**config.mk**
```make
export PLATFORM = sky130hd
export DESIGN_NAME = dmem_arbiter_flat
export DESIGN_NICKNAME = d
export VERILOG_FILES = /design/src/rtl/dmem_arbiter_if.sv /design/src/rtl/dmem_arbiter.sv /design/src/flat_wrapper.sv
export SDC_FILE = /design/constraint.sdc
export NUM_CORES = 1
export LEC_CHECK = 0
export CAP_MARGIN = 20
export CORE_MARGIN = 2
export CORE_UTILIZATION = 36
export CTS_BUF_LIST = sky130_fd_sc_hd__clkbuf_4 sky130_fd_sc_hd__clkbuf_8 sky130_fd_sc_hd__clkbuf_16
export CTS_CLUSTER_DIAMETER = 40
export CTS_CLUSTER_SIZE = 30
export DETAILED_ROUTE_END_ITERATION = 6
export PLACE_DENSITY = 0.82
export SYNTH_ARGS = -nofsm -noshare
export SYNTH_HDL_FRONTEND = slang
export SYNTH_SLANG_ARGS = --single-unit
export TNS_END_PERCENT = 100
```
**constraint.sdc**
```tcl
create_clock -name clk_i -period 2 [get_ports clk_i]
set_input_delay 0.2 -clock clk_i [delete_from_list [all_inputs] [get_ports clk_i]]
set_output_delay 0.2 -clock clk_i [all_outputs]
set_load 0.005 [all_outputs]
```
**src/rtl/dmem_arbiter_if.sv**
```systemverilog
// Data-memory arbiter bus: CPU memory-stage port, loader/debug port and single-ported memory side.
// The slave modport is the arbiter's view; master is the view of the requesters and memory.
interface dmem_arbiter_if #(
  parameter int unsigned WORD_W     = 32,
  parameter int unsigned DMEM_POWER = 18
);
  logic                  cpu_req;
  logic                  cpu_we;
  logic [WORD_W-1:0]     cpu_addr;
  logic [WORD_W-1:0]     cpu_wdata;
  logic [WORD_W-1:0]     cpu_rdata;
  logic                  cpu_ready;
  logic                  cpu_fault;
  logic                  cpu_stall;

  logic                  dbg_req;
  logic                  dbg_we;
  logic [WORD_W-1:0]     dbg_addr;
  logic [WORD_W-1:0]     dbg_wdata;
  logic                  dbg_gnt;
  logic                  dbg_rvalid;
  logic [WORD_W-1:0]     dbg_rdata;

  logic                  mem_en;
  logic                  mem_we;
  logic [DMEM_POWER-1:0] mem_addr;
  logic [WORD_W-1:0]     mem_wdata;
  logic [WORD_W-1:0]     mem_rdata;

  modport slave (
    input  cpu_req, cpu_we, cpu_addr, cpu_wdata,
    output cpu_rdata, cpu_ready, cpu_fault, cpu_stall,
    input  dbg_req, dbg_we, dbg_addr, dbg_wdata,
    output dbg_gnt, dbg_rvalid, dbg_rdata,
    output mem_en, mem_we, mem_addr, mem_wdata,
    input  mem_rdata
  );

  modport master (
    output cpu_req, cpu_we, cpu_addr, cpu_wdata,
    input  cpu_rdata, cpu_ready, cpu_fault, cpu_stall,
    output dbg_req, dbg_we, dbg_addr, dbg_wdata,
    input  dbg_gnt, dbg_rvalid, dbg_rdata,
    input  mem_en, mem_we, mem_addr, mem_wdata,
    output mem_rdata
  );
endinterface

```
**src/rtl/dmem_arbiter.sv**
```systemverilog
// Round-robin arbiter sharing one fixed-latency data memory between the CPU memory stage and a
// loader/debug port. One access in flight; misaligned CPU accesses complete at once with a fault.
module dmem_arbiter #(
  parameter int unsigned WORD_W     = 32,
  parameter int unsigned DMEM_POWER = 18,
  parameter int unsigned MEM_LAT    = 2
) (
  input  logic         clk_i,
  input  logic         rst_ni,
  dmem_arbiter_if.slave bus
);

  typedef enum logic [1:0] {StIdle, StBusy, StResp} state_e;

  localparam logic [2:0] LatInit = 3'(MEM_LAT - 1);

  state_e            state_q, state_d;
  logic [2:0]        cnt_q, cnt_d;
  logic              owner_q, owner_d;  // 1: debug port owns the access
  logic              last_q, last_d;    // 1: debug port won the last grant
  logic              we_q, we_d;
  logic              fault_q, fault_d;
  logic [WORD_W-1:0] cpu_rdata_q, cpu_rdata_d;
  logic [WORD_W-1:0] dbg_rdata_q, dbg_rdata_d;

  logic                  gnt_cpu, gnt_dbg, cpu_misaligned;
  logic                  mem_en, mem_we;
  logic [DMEM_POWER-1:0] mem_addr;
  logic [WORD_W-1:0]     mem_wdata;
  logic                  cpu_ready;

  logic unused_addr;
  assign unused_addr = ^{bus.cpu_addr[WORD_W-1:DMEM_POWER+2],
                         bus.dbg_addr[WORD_W-1:DMEM_POWER+2], bus.dbg_addr[1:0]};

  assign cpu_misaligned = (bus.cpu_addr[1:0] != 2'b00);

  always_comb begin
    state_d     = state_q;
    cnt_d       = cnt_q;
    owner_d     = owner_q;
    last_d      = last_q;
    we_d        = we_q;
    fault_d     = fault_q;
    cpu_rdata_d = cpu_rdata_q;
    dbg_rdata_d = dbg_rdata_q;
    gnt_cpu     = 1'b0;
    gnt_dbg     = 1'b0;
    mem_en      = 1'b0;
    mem_we      = 1'b0;
    mem_addr    = '0;
    mem_wdata   = '0;

    unique case (state_q)
      StIdle: begin
        // Grant is combinational, so it must also be blocked while reset is held.
        if (rst_ni) begin
          if (bus.cpu_req && (!bus.dbg_req || last_q)) begin
            gnt_cpu = 1'b1;
          end else if (bus.dbg_req) begin
            gnt_dbg = 1'b1;
          end
        end
        if (gnt_cpu || gnt_dbg) begin
          owner_d = gnt_dbg;
          last_d  = gnt_dbg;
          we_d    = gnt_dbg ? bus.dbg_we : bus.cpu_we;
          if (gnt_cpu && cpu_misaligned) begin
            fault_d     = 1'b1;
            cpu_rdata_d = '0;
            state_d     = StResp;
          end else begin
            fault_d   = 1'b0;
            mem_en    = 1'b1;
            mem_we    = we_d;
            mem_addr  = gnt_dbg ? bus.dbg_addr[DMEM_POWER+1:2] : bus.cpu_addr[DMEM_POWER+1:2];
            mem_wdata = gnt_dbg ? bus.dbg_wdata : bus.cpu_wdata;
            cnt_d     = LatInit;
            state_d   = StBusy;
          end
        end
      end
      StBusy: begin
        if (cnt_q == 3'd0) begin
          state_d = StResp;
          if (owner_q) begin
            dbg_rdata_d = we_q ? '0 : bus.mem_rdata;
          end else begin
            cpu_rdata_d = we_q ? '0 : bus.mem_rdata;
          end
        end else begin
          cnt_d = cnt_q - 3'd1;
        end
      end
      StResp: begin
        state_d = StIdle;
        fault_d = 1'b0;
      end
      default: state_d = StIdle;
    endcase
  end

  always_ff @(posedge clk_i or negedge rst_ni) begin
    if (!rst_ni) begin
      state_q     <= StIdle;
      cnt_q       <= 3'd0;
      owner_q     <= 1'b0;
      last_q      <= 1'b1;
      we_q        <= 1'b0;
      fault_q     <= 1'b0;
      cpu_rdata_q <= '0;
      dbg_rdata_q <= '0;
    end else begin
      state_q     <= state_d;
      cnt_q       <= cnt_d;
      owner_q     <= owner_d;
      last_q      <= last_d;
      we_q        <= we_d;
      fault_q     <= fault_d;
      cpu_rdata_q <= cpu_rdata_d;
      dbg_rdata_q <= dbg_rdata_d;
    end
  end

  assign cpu_ready      = (state_q == StResp) && !owner_q;
  assign bus.cpu_ready  = cpu_ready;
  assign bus.cpu_fault  = cpu_ready && fault_q;
  assign bus.cpu_stall  = bus.cpu_req && !cpu_ready;
  assign bus.cpu_rdata  = cpu_rdata_q;
  assign bus.dbg_gnt    = gnt_dbg;
  assign bus.dbg_rvalid = (state_q == StResp) && owner_q;
  assign bus.dbg_rdata  = dbg_rdata_q;
  assign bus.mem_en     = mem_en;
  assign bus.mem_we     = mem_we;
  assign bus.mem_addr   = mem_addr;
  assign bus.mem_wdata  = mem_wdata;

endmodule

```
**src/flat_wrapper.sv**
```systemverilog
// flat-port wrapper written by rule: the top's interface ports become plain ports
module dmem_arbiter_flat 
#(
  parameter int unsigned WORD_W     = 32,
  parameter int unsigned DMEM_POWER = 18,
  parameter int unsigned MEM_LAT    = 2
)
  (clk_i, rst_ni, bus_cpu_req, bus_cpu_we, bus_cpu_addr, bus_cpu_wdata, bus_cpu_rdata, bus_cpu_ready, bus_cpu_fault, bus_cpu_stall, bus_dbg_req, bus_dbg_we, bus_dbg_addr, bus_dbg_wdata, bus_dbg_gnt, bus_dbg_rvalid, bus_dbg_rdata, bus_mem_en, bus_mem_we, bus_mem_addr, bus_mem_wdata, bus_mem_rdata);
  dmem_arbiter_if #(.WORD_W(WORD_W), .DMEM_POWER(DMEM_POWER)) bus_i ();
  input  logic clk_i;
  input  logic rst_ni;
  input wire logic [$bits(bus_i.cpu_req)-1:0] bus_cpu_req;
  input wire logic [$bits(bus_i.cpu_we)-1:0] bus_cpu_we;
  input wire logic [$bits(bus_i.cpu_addr)-1:0] bus_cpu_addr;
  input wire logic [$bits(bus_i.cpu_wdata)-1:0] bus_cpu_wdata;
  output wire logic [$bits(bus_i.cpu_rdata)-1:0] bus_cpu_rdata;
  output wire logic [$bits(bus_i.cpu_ready)-1:0] bus_cpu_ready;
  output wire logic [$bits(bus_i.cpu_fault)-1:0] bus_cpu_fault;
  output wire logic [$bits(bus_i.cpu_stall)-1:0] bus_cpu_stall;
  input wire logic [$bits(bus_i.dbg_req)-1:0] bus_dbg_req;
  input wire logic [$bits(bus_i.dbg_we)-1:0] bus_dbg_we;
  input wire logic [$bits(bus_i.dbg_addr)-1:0] bus_dbg_addr;
  input wire logic [$bits(bus_i.dbg_wdata)-1:0] bus_dbg_wdata;
  output wire logic [$bits(bus_i.dbg_gnt)-1:0] bus_dbg_gnt;
  output wire logic [$bits(bus_i.dbg_rvalid)-1:0] bus_dbg_rvalid;
  output wire logic [$bits(bus_i.dbg_rdata)-1:0] bus_dbg_rdata;
  output wire logic [$bits(bus_i.mem_en)-1:0] bus_mem_en;
  output wire logic [$bits(bus_i.mem_we)-1:0] bus_mem_we;
  output wire logic [$bits(bus_i.mem_addr)-1:0] bus_mem_addr;
  output wire logic [$bits(bus_i.mem_wdata)-1:0] bus_mem_wdata;
  input wire logic [$bits(bus_i.mem_rdata)-1:0] bus_mem_rdata;
  assign bus_i.cpu_req = bus_cpu_req;
  assign bus_i.cpu_we = bus_cpu_we;
  assign bus_i.cpu_addr = bus_cpu_addr;
  assign bus_i.cpu_wdata = bus_cpu_wdata;
  assign bus_cpu_rdata = bus_i.cpu_rdata;
  assign bus_cpu_ready = bus_i.cpu_ready;
  assign bus_cpu_fault = bus_i.cpu_fault;
  assign bus_cpu_stall = bus_i.cpu_stall;
  assign bus_i.dbg_req = bus_dbg_req;
  assign bus_i.dbg_we = bus_dbg_we;
  assign bus_i.dbg_addr = bus_dbg_addr;
  assign bus_i.dbg_wdata = bus_dbg_wdata;
  assign bus_dbg_gnt = bus_i.dbg_gnt;
  assign bus_dbg_rvalid = bus_i.dbg_rvalid;
  assign bus_dbg_rdata = bus_i.dbg_rdata;
  assign bus_mem_en = bus_i.mem_en;
  assign bus_mem_we = bus_i.mem_we;
  assign bus_mem_addr = bus_i.mem_addr;
  assign bus_mem_wdata = bus_i.mem_wdata;
  assign bus_i.mem_rdata = bus_mem_rdata;
  dmem_arbiter #(.WORD_W(WORD_W), .DMEM_POWER(DMEM_POWER), .MEM_LAT(MEM_LAT)) u_core (.clk_i(clk_i), .rst_ni(rst_ni), .bus(bus_i));
endmodule
```
Word-level counts from Yosys, hierarchy flattened
Index checks and enable logic that the tools add are counted.
{"block": "totals", "out_inout_bits": 121, "inputBits": 166, "mem_bits_rw": 0, "register_bits": 73, "mem_count": 0, "rom_bits": 0, "latch_bits": 0, "elab_cells": 79}
{"block": "op_classes", "mul": 0, "mux": 40, "shifts": 0, "n_addsub": 1, "order_cmp": 0, "div_mod_pow": 0, "bitwise": 0, "n_eq_ne": 8, "reduce_logical": 22}
{"op": "$mux 32", "count": 9}
{"op": "$mux 18", "count": 4}
{"op": "$pmux 32 s2", "count": 1}
{"op": "$mux 1", "count": 17}
{"op": "$mux 3", "count": 3}
{"op": "$logic_and 1x1->1", "count": 6}
{"op": "$mux 2", "count": 3}
{"op": "$ne 2x1->1 const B", "count": 3}
{"op": "$ne 2x2->1 const B", "count": 3}
{"op": "$pmux 3 s2", "count": 1}
{"op": "$reduce_and 2->1", "count": 3}
{"op": "$reduce_bool 2->1", "count": 3}
{"op": "$reduce_and 5->1", "count": 1}
{"op": "$pmux 2 s2", "count": 1}
{"op": "$reduce_and 4->1", "count": 1}
{"op": "$logic_not 1->1", "count": 3}
{"op": "$logic_not 3->1", "count": 1}
{"op": "$reduce_and 3->1", "count": 1}
{"op": "$sub 3x1->3 const B", "count": 1}
{"op": "$eq 2x1->1 const B", "count": 1}
{"op": "$eq 2x2->1 const B", "count": 1}
{"op": "$logic_not 2->1", "count": 1}
{"op": "$logic_or 1x1->1", "count": 2}
{"op": "$pmux 1 s2", "count": 1}

Longest topological paths before layout
{"block": "depth", "word_depth": 10, "depth_mapped": 7, "ltp_nobuf": 6}

Worst setup path after synthesis
No wires, ideal clock.
{"block": "synth_path", "path_kind": "flip-flop to flip-flop", "start": "register u_core.last_q", "end": "register u_core.cpu_rdata_q[10], in the netlist u_core.bus.cpu_rdata[10]", "path_stages_with_launch": 7, "required_time_ps": 1876, "setup_time_ps": 124, "period_less_slack_ps": 1827, "path_buffers": 2, "arrival_ps": 1704, "path_slack_ps": 173, "cell_sequence": "dfstp_2 -> nor2b_1 -> or4_4 -> a211o_1 -> buf_6 -> buf_6 -> mux2i_1"}
{"block": "synth_between", "elab_chain_cells": 8, "elab_cells_between_ends": 13, "classes_between": "eq/ne: 2; mux: 6; reduce/logical: 5"}
{"item": "start, declared", "line_no": "dmem_arbiter.sv:20", "source": "logic last_q, last_d;"}
{"item": "start signal, assigned", "line_no": "dmem_arbiter.sv:117", "source": "last_q <= last_d;"}
{"item": "$logic_or 1x1->1 *", "line_no": "dmem_arbiter.sv:58", "source": "if (bus.cpu_req && (!bus.dbg_req || last_q)) begin"}
{"item": "$logic_and 1x1->1 *", "line_no": "dmem_arbiter.sv:58"}
{"item": "$mux 1", "line_no": "dmem_arbiter.sv:58"}
{"item": "$mux 1", "line_no": "dmem_arbiter.sv:57", "source": "if (rst_ni) begin"}
{"item": "$mux 1", "line_no": "dmem_arbiter.sv:54", "source": "unique case (state_q)"}
{"item": "$logic_and 1x1->1 / $logic_or 1x1->1 (equally long branches)", "line_no": "dmem_arbiter.sv:68, dmem_arbiter.sv:64"}
{"item": "$ne 2x1->1 (no source line)"}
{"item": "$reduce_and 5->1 (no source line) *"}
{"item": "end signal, assigned", "line_no": "dmem_arbiter.sv:120", "source": "cpu_rdata_q <= cpu_rdata_d;"}
{"item": "end, declared", "line_no": "dmem_arbiter.sv:23", "source": "logic [WORD_W-1:0] cpu_rdata_q, cpu_rdata_d;"}
Mark *: on every way between the ends. The rest lies on a longest branch, timed or not. The select of a mux whose other input is x is not followed.
A chain may end at the register's enable or synchronous reset.

Worst setup path after layout
{"block": "layout_path", "start": "register u_core.state_q[1]", "end": "output port bus_mem_wdata[2]"}
{"block": "layout_between", "elab_chain_cells": 2}
{"item": "start, declared", "line_no": "dmem_arbiter.sv:17", "source": "state_e state_q, state_d;"}
{"item": "start signal, assigned", "line_no": "dmem_arbiter.sv:105", "source": "state_q <= StIdle;"}
{"item": "start signal, assigned", "line_no": "dmem_arbiter.sv:114", "source": "state_q <= state_d;"}
{"item": "$logic_not 2->1", "line_no": "dmem_arbiter.sv:54"}
{"item": "$mux 32", "line_no": "dmem_arbiter.sv:54"}
{"item": "end, declared", "line_no": "flat_wrapper.sv:30", "source": "output wire logic [$bits(bus_i.mem_wdata)-1:0] bus_mem_wdata;"}
No other way between the ends.

==> results.md <==
- ANT cells: 0
- Worst r2r src: u_core.last_q
- Most used cell, CP: buf_6
- Routed vias: 4763
- Die Span X: between 100 and 150 µm
- Final #Nets: 956
- Slew HR: between 60% and 70%
- DRT Pass-1 Iters: 5
- # clock sinks: 73
- Cell Count, Final, Fillers Out: 936
- DRT Wirelength: roughly 16000 µm
- Largest net degree at the start of global routing: 46
- RePlAce Congestion: 0.794
- R2r endpoint: u_core.bus.cpu_rdata[10]
- P&R area growth vs syn: 89.0%
- Unrepaired setup endpoints after global routing: yes
- WL per Instance: 16.9 µm
- Critical Path Fanout Max: 7
- First-pass GRT wire length: ~25000 µm
- FP Rows: 39
- Largest family of logic cells by synthesized area: simple AND/OR/NAND/NOR gates
- Crit Path Category: reg -> out
- Top-Level Pins: ~290
- Most common cell after layout, fill and taps aside: clkdlybuf4s50_1
- Max cap viols: 0
- Crit. Startpoint: u_core.state_q[1]
- Die height: 111 µm
- Worst-path clk slew: around 0.06 ns
- Status: finished with violations
- Reg2Reg Depth: 5
- DR DRC count: 0
- Worst path max stage delay: 0.38 ns
- Clock Path Buffers: 2
- Worst R2R Setup Slack: around 0.08 ns
- IO Port Bufs: 260
- Total CTS buffers: 9
- Dpl cells: ~900
- Htree depth: 3
- Initial antenna violation count: 0
- DR iter-0 viols: 270
- Mapped Cells: between 500 and 600
- Crit path DAT: just under 2 ns
- Synth Area per Inst: about 8.1 µm²
- Final Power: 9.22 mW
- Clock latency at the later pin of the worst-skew pair: between 0.3 and 0.4 ns
- Full die area: around 12000 µm²
- Setup TNS: -4.49 ns
- Worst min path class: in -> async
- Critical-path cell list: or2_4, a311o_2, buf_6, buf_6, buf_16, a21oi_2, buf_2
- Setup crit end kind: output pin
- Starting Density: 36.5%
- Vias per cell: 5.09
- Clock root cell: clkbuf_16
- DP Wirelength: approximately 11000 µm
- Net count after synthesis: 675
- Pwr dens: 1190 nW/µm²
- Share of layout cells above drive strength 1: a little under a quarter
- Yosys warnings: 0
- Clock tree from TritonCTS: done
- Commonest cells after routing, fill and taps aside: clkdlybuf4s50_1 (203), nand2_1 (167), dfrtp_1 (72)
- Synth Area in Adders: less than 1%
- Fin worst setup slack: -0.151 ns
- Distinct cell type count after synthesis: 28
- Seq cells post-synth: 73
- Number of global-route vias before repair: approximately 5100
- Worst Tran Pin Value: 0.571 ns
- Crit path launch type: flip-flop
- Failing checks: setup timing
- Worst Skew: around 0.0081 ns
- Core area: between 10000 and 15000 µm²
- Synth Area in Compound Gates: a little under an eighth
- Clock period minus worst slack: 2.15 ns
- Post-Synth XOR/XNOR Area: 0%
- Fin crit share: 108%
- Post-route ant nets: 0
- GRT Residual Overflow: 0
- Required @ worst endpoint: 1.80 ns
- Maximum vdd drop: roughly 700 µV
- Gr usage total: about a quarter
- Post-Syn Area: ~4100 µm²
- Peak clock frequency supported by timing: 465 MHz
- Register area share after synthesis: ~44%
- Mux share of post-synthesis cell area: under 10%
- LEAKAGE: approximately 3.6 nW
- Master of the slowest instance on the critical path: dfrtp_1
- Final hold vios: 0
- Final Util: between 60 and 70%
- Final setup violation count: 50
- Final Max Slew Viols: 0
- Synth Area in Simple Gates: between 20% and 30%
==> critical path: cells and delay by family, from the launching register on <==
family          cells  cell delay (ns)
simple gates        1             0.26
compound gates      2             0.45
flops               1             0.38
buf+inv             4             0.54
==> sequential cells by signal, summed over array words and instances (netlist names) <==
register and count:
u_core.bus.cpu_rdata 32, u_core.bus.dbg_rdata 32, u_core.cnt_q 3, u_core.state_q 2, u_core.fault_q 1, u_core.last_q 1, u_core.owner_q 1, u_core.we_q 1
==> how the worst max path moves through the flow <==
stage / endpoint
detailed placement: bus_mem_wdata[15]
finish: bus_mem_wdata[2]
global route: bus_mem_wdata[9]
CTS: bus_mem_wdata[26]
floorplan: u_core.bus.cpu_rdata[10]
global placement: bus_mem_addr[17]
==> metal layers <==
| layer | vias up | GRT usage (%) | part of all wire, % |
|---|---|---|---|
| li1 | 2240 | - | - |
| met1 | 2285 | 30.3 | 39 |
| met2 | 207 | 45.3 | 52 |
| met3 | 31 | 5.69 | 6.0 |
| met4 | 0 | 8.83 | 2.6 |
| met5 | - | 0 | 0 |
==> kinds of logic (layout without fill, tap and decap cells) <==
logic type,after synthesis,in the layout
AOI/OAI and AO/OA,93,93
adders and majority gates,2,2
buffers and inverters,45,331
DFF,73,73
muxes,34,34
and+or+nand+nor,260,260
==> repair_timing <==
item / in CTS / in global routing
cloned: 8 / 1
hold buffers: 1 / 0
endpoints found under the hold margin: 27 / 0
pin swaps: 1 / 2
endpoints found under the setup margin: 54 / 53
gates resized for setup: 270 / 34
buffers inserted: 6 / 5
==> cell type report <==
class,count,area [µm²]
fill,844,3500
timing repair buffer,312,3060
multi-input combinational,389,2380
sequential,73,1830
clock buffer,10,239
tap,143,179
clock inverter,6,75.1
inverter,3,11.3
==> synth_stat cells, drive strengths merged <==
library cell | instances | area share, %
and3 | 1 | 0.15
dfrtp | 72 | 44
nor2 | 3 | 0.27
ha | 2 | 0.61
clkbuf | 33 | 3.0
and2 | 2 | 0.30
o21ai | 35 | 4.3
and3b | 1 | 0.21
a311o | 1 | 0.24
mux2 | 1 | 0.27
o31ai | 1 | 0.18
mux2i | 33 | 8.0
or4 | 2 | 0.46
a211o | 1 | 0.21
buf | 9 | 1.6
nand2b | 36 | 5.5
a21o | 3 | 0.55
a21oi | 52 | 6.3
inv | 3 | 0.27
nand3b | 31 | 5.7
dfstp | 1 | 0.64
nand2 | 172 | 16
nor2b | 4 | 0.61
nor3b | 1 | 0.18
or2 | 3 | 0.46
nand3 | 4 | 0.49
==> power by group <==
group          switching [mW]  total, mW  internal (mW)
sequential              0.412       2.62           2.21
combinational            2.09       4.93           2.84
clock                   0.647       1.66           1.02
total                    3.15       9.22           6.07
==> per-stage QoR <==
step	hold slack [ns]	instance area [µm²]	setup WS, ns
final	0.0450	7770	-0.151
after global routing	0.0903	7770	-0.210
after CTS	0.0614	7610	-0.167
after detailed placement	0.0274	7020	-0.461
after global placement	0.0268	7020	-0.416
after floorplan	-0.0956	4110	0.173
No activity file was read; power rests on OpenSTA's default activity.
==> RTL change (same flow settings) <==
Reset style: synchronous (`rst_ni`), changed in one clocked block.
--- a/src/rtl/dmem_arbiter.sv
+++ b/src/rtl/dmem_arbiter.sv
@@ -102,3 +102,3 @@
 
-  always_ff @(posedge clk_i or negedge rst_ni) begin
+  always_ff @(posedge clk_i) begin
     if (!rst_ni) begin
Function: differs if rst_ni is asserted again (counterexample within 4 cycles, from zero or initial values and one cycle with rst_ni low); with rst_ni held inactive, the same outputs for 4 cycles.
==> RTL change against the original RTL <==
- area after synthesis decreased by 5.6%
- worst setup slack improved by 0.22 ns
- sequential cell count unchanged
- clock skew is 0.0043 ns higher
- first-iteration DRC count decreased by 21%
- wire length fell by 2.1%
- sequential share of layout area decreased by 2.7 points
- global-route usage up 0.38 points
- register-to-register slack better by 0.03 ns
- design area down 9.7%
- hold slack improved by 0.39 ns
- via count rose by 0.29%
Power is not compared: it rests on default switching activity, and its combinational part moved more than twofold at a synthesized area within 25%.
==> RTL change: results (changes against the original RTL) <==
Iter 0 DRT Violations 214 (-21%); Crit-path slowest cell dfxtp_2; HPWL after detailed placement 11,740 um (+8.6%); mux cell area share after synthesis 8.516% (+0.21 points); nets@finish 982 (+2.7%); internal reg-to-reg setup slack 0.11 ns (+0.03 ns); R2R depth 7 (+2); main flop type after synthesis dfxtp_1; Mapped Nets 717 (+6.2%); Worst Tran Pin Value 0.4225 ns (-0.1483 ns); vias in the first global route 4,691 (-7.2%); FFs w/ async S/R, synth 0% (-100 points); Adder-Cell Fraction of Synth Area 0.6452% (+0.036 points); Avg Synthesized Cell Area 7.065 um^2 (-13%); reg-to-reg startpoint u_core.cnt_q[0]; layout cells sized above 1 9.646% (-14 points); Total Routing Usage GR 25.85% (+0.38 points); crit path DAT 1.74 ns (-0.21 ns); synth cell count leaders 236 x nand2_1, 85 x a21oi_1, 73 x dfxtp_1; Setup crit end bus_mem_wdata[5]; status complete, no violations; Cell Count Post-Placement 932 (+3.7%); Max Fclk 0.5166 GHz (+11%); root buffer cell clkbuf_8; peak per-stage delay on the critical path 0.34 ns (-0.04 ns); clock skew 0.01235 ns (+0.004253 ns); most area-consuming cells after synthesis dfxtp_1 38%, nand2_1 23%, a21oi_1 11%; first-pass GRT wire length 23,420 um (-7.8%); Detailed Route WL 15,500 um (-2.1%); Hold Path Class in2reg; Fin Hold WS 0.4375 ns (+0.3924 ns); register area share after synthesis 37.68% (-6.8 points)
==> RTL change: worst register-to-register path, cell delays in order (launching register included) <==
cell     delay (ns)
dfxtp_2        0.34
inv_2          0.05
ha_1           0.13
nor2b_4        0.16
or4b_4         0.48
o21ai_4        0.25
buf_12         0.21
mux2i_1        0.20
==> RTL change: timing repair <==
action                     4_1_cts  5_1_grt
hold buffers                     0        0
cloned                           2        0
buffers inserted                 1        4
pin swaps                        0        1
resized for setup               66       27
setup endpoints to repair       54       57
==> RTL change: final cells by class <==
type	count	area (um^2)	share of cell area [%]
inverters	5	18.77	0.2675
flip-flops and latches	73	1464	20.86
clock buffers	9	123.9	1.765
clock inverters	7	62.56	0.8916
multi-input cells	428	2217	31.60
repair buffers	297	2960	42.19
well taps	136	170.2	2.425
==> RTL change: metal layers <==
metal,up-vias,track usage (%),share of wire (%)
met1,2216,26.74,37
met3,35,7.567,7.8
met5,-,0,0
met4,0,9.982,3.6
li1,2313,-,-
met2,213,48.56,52
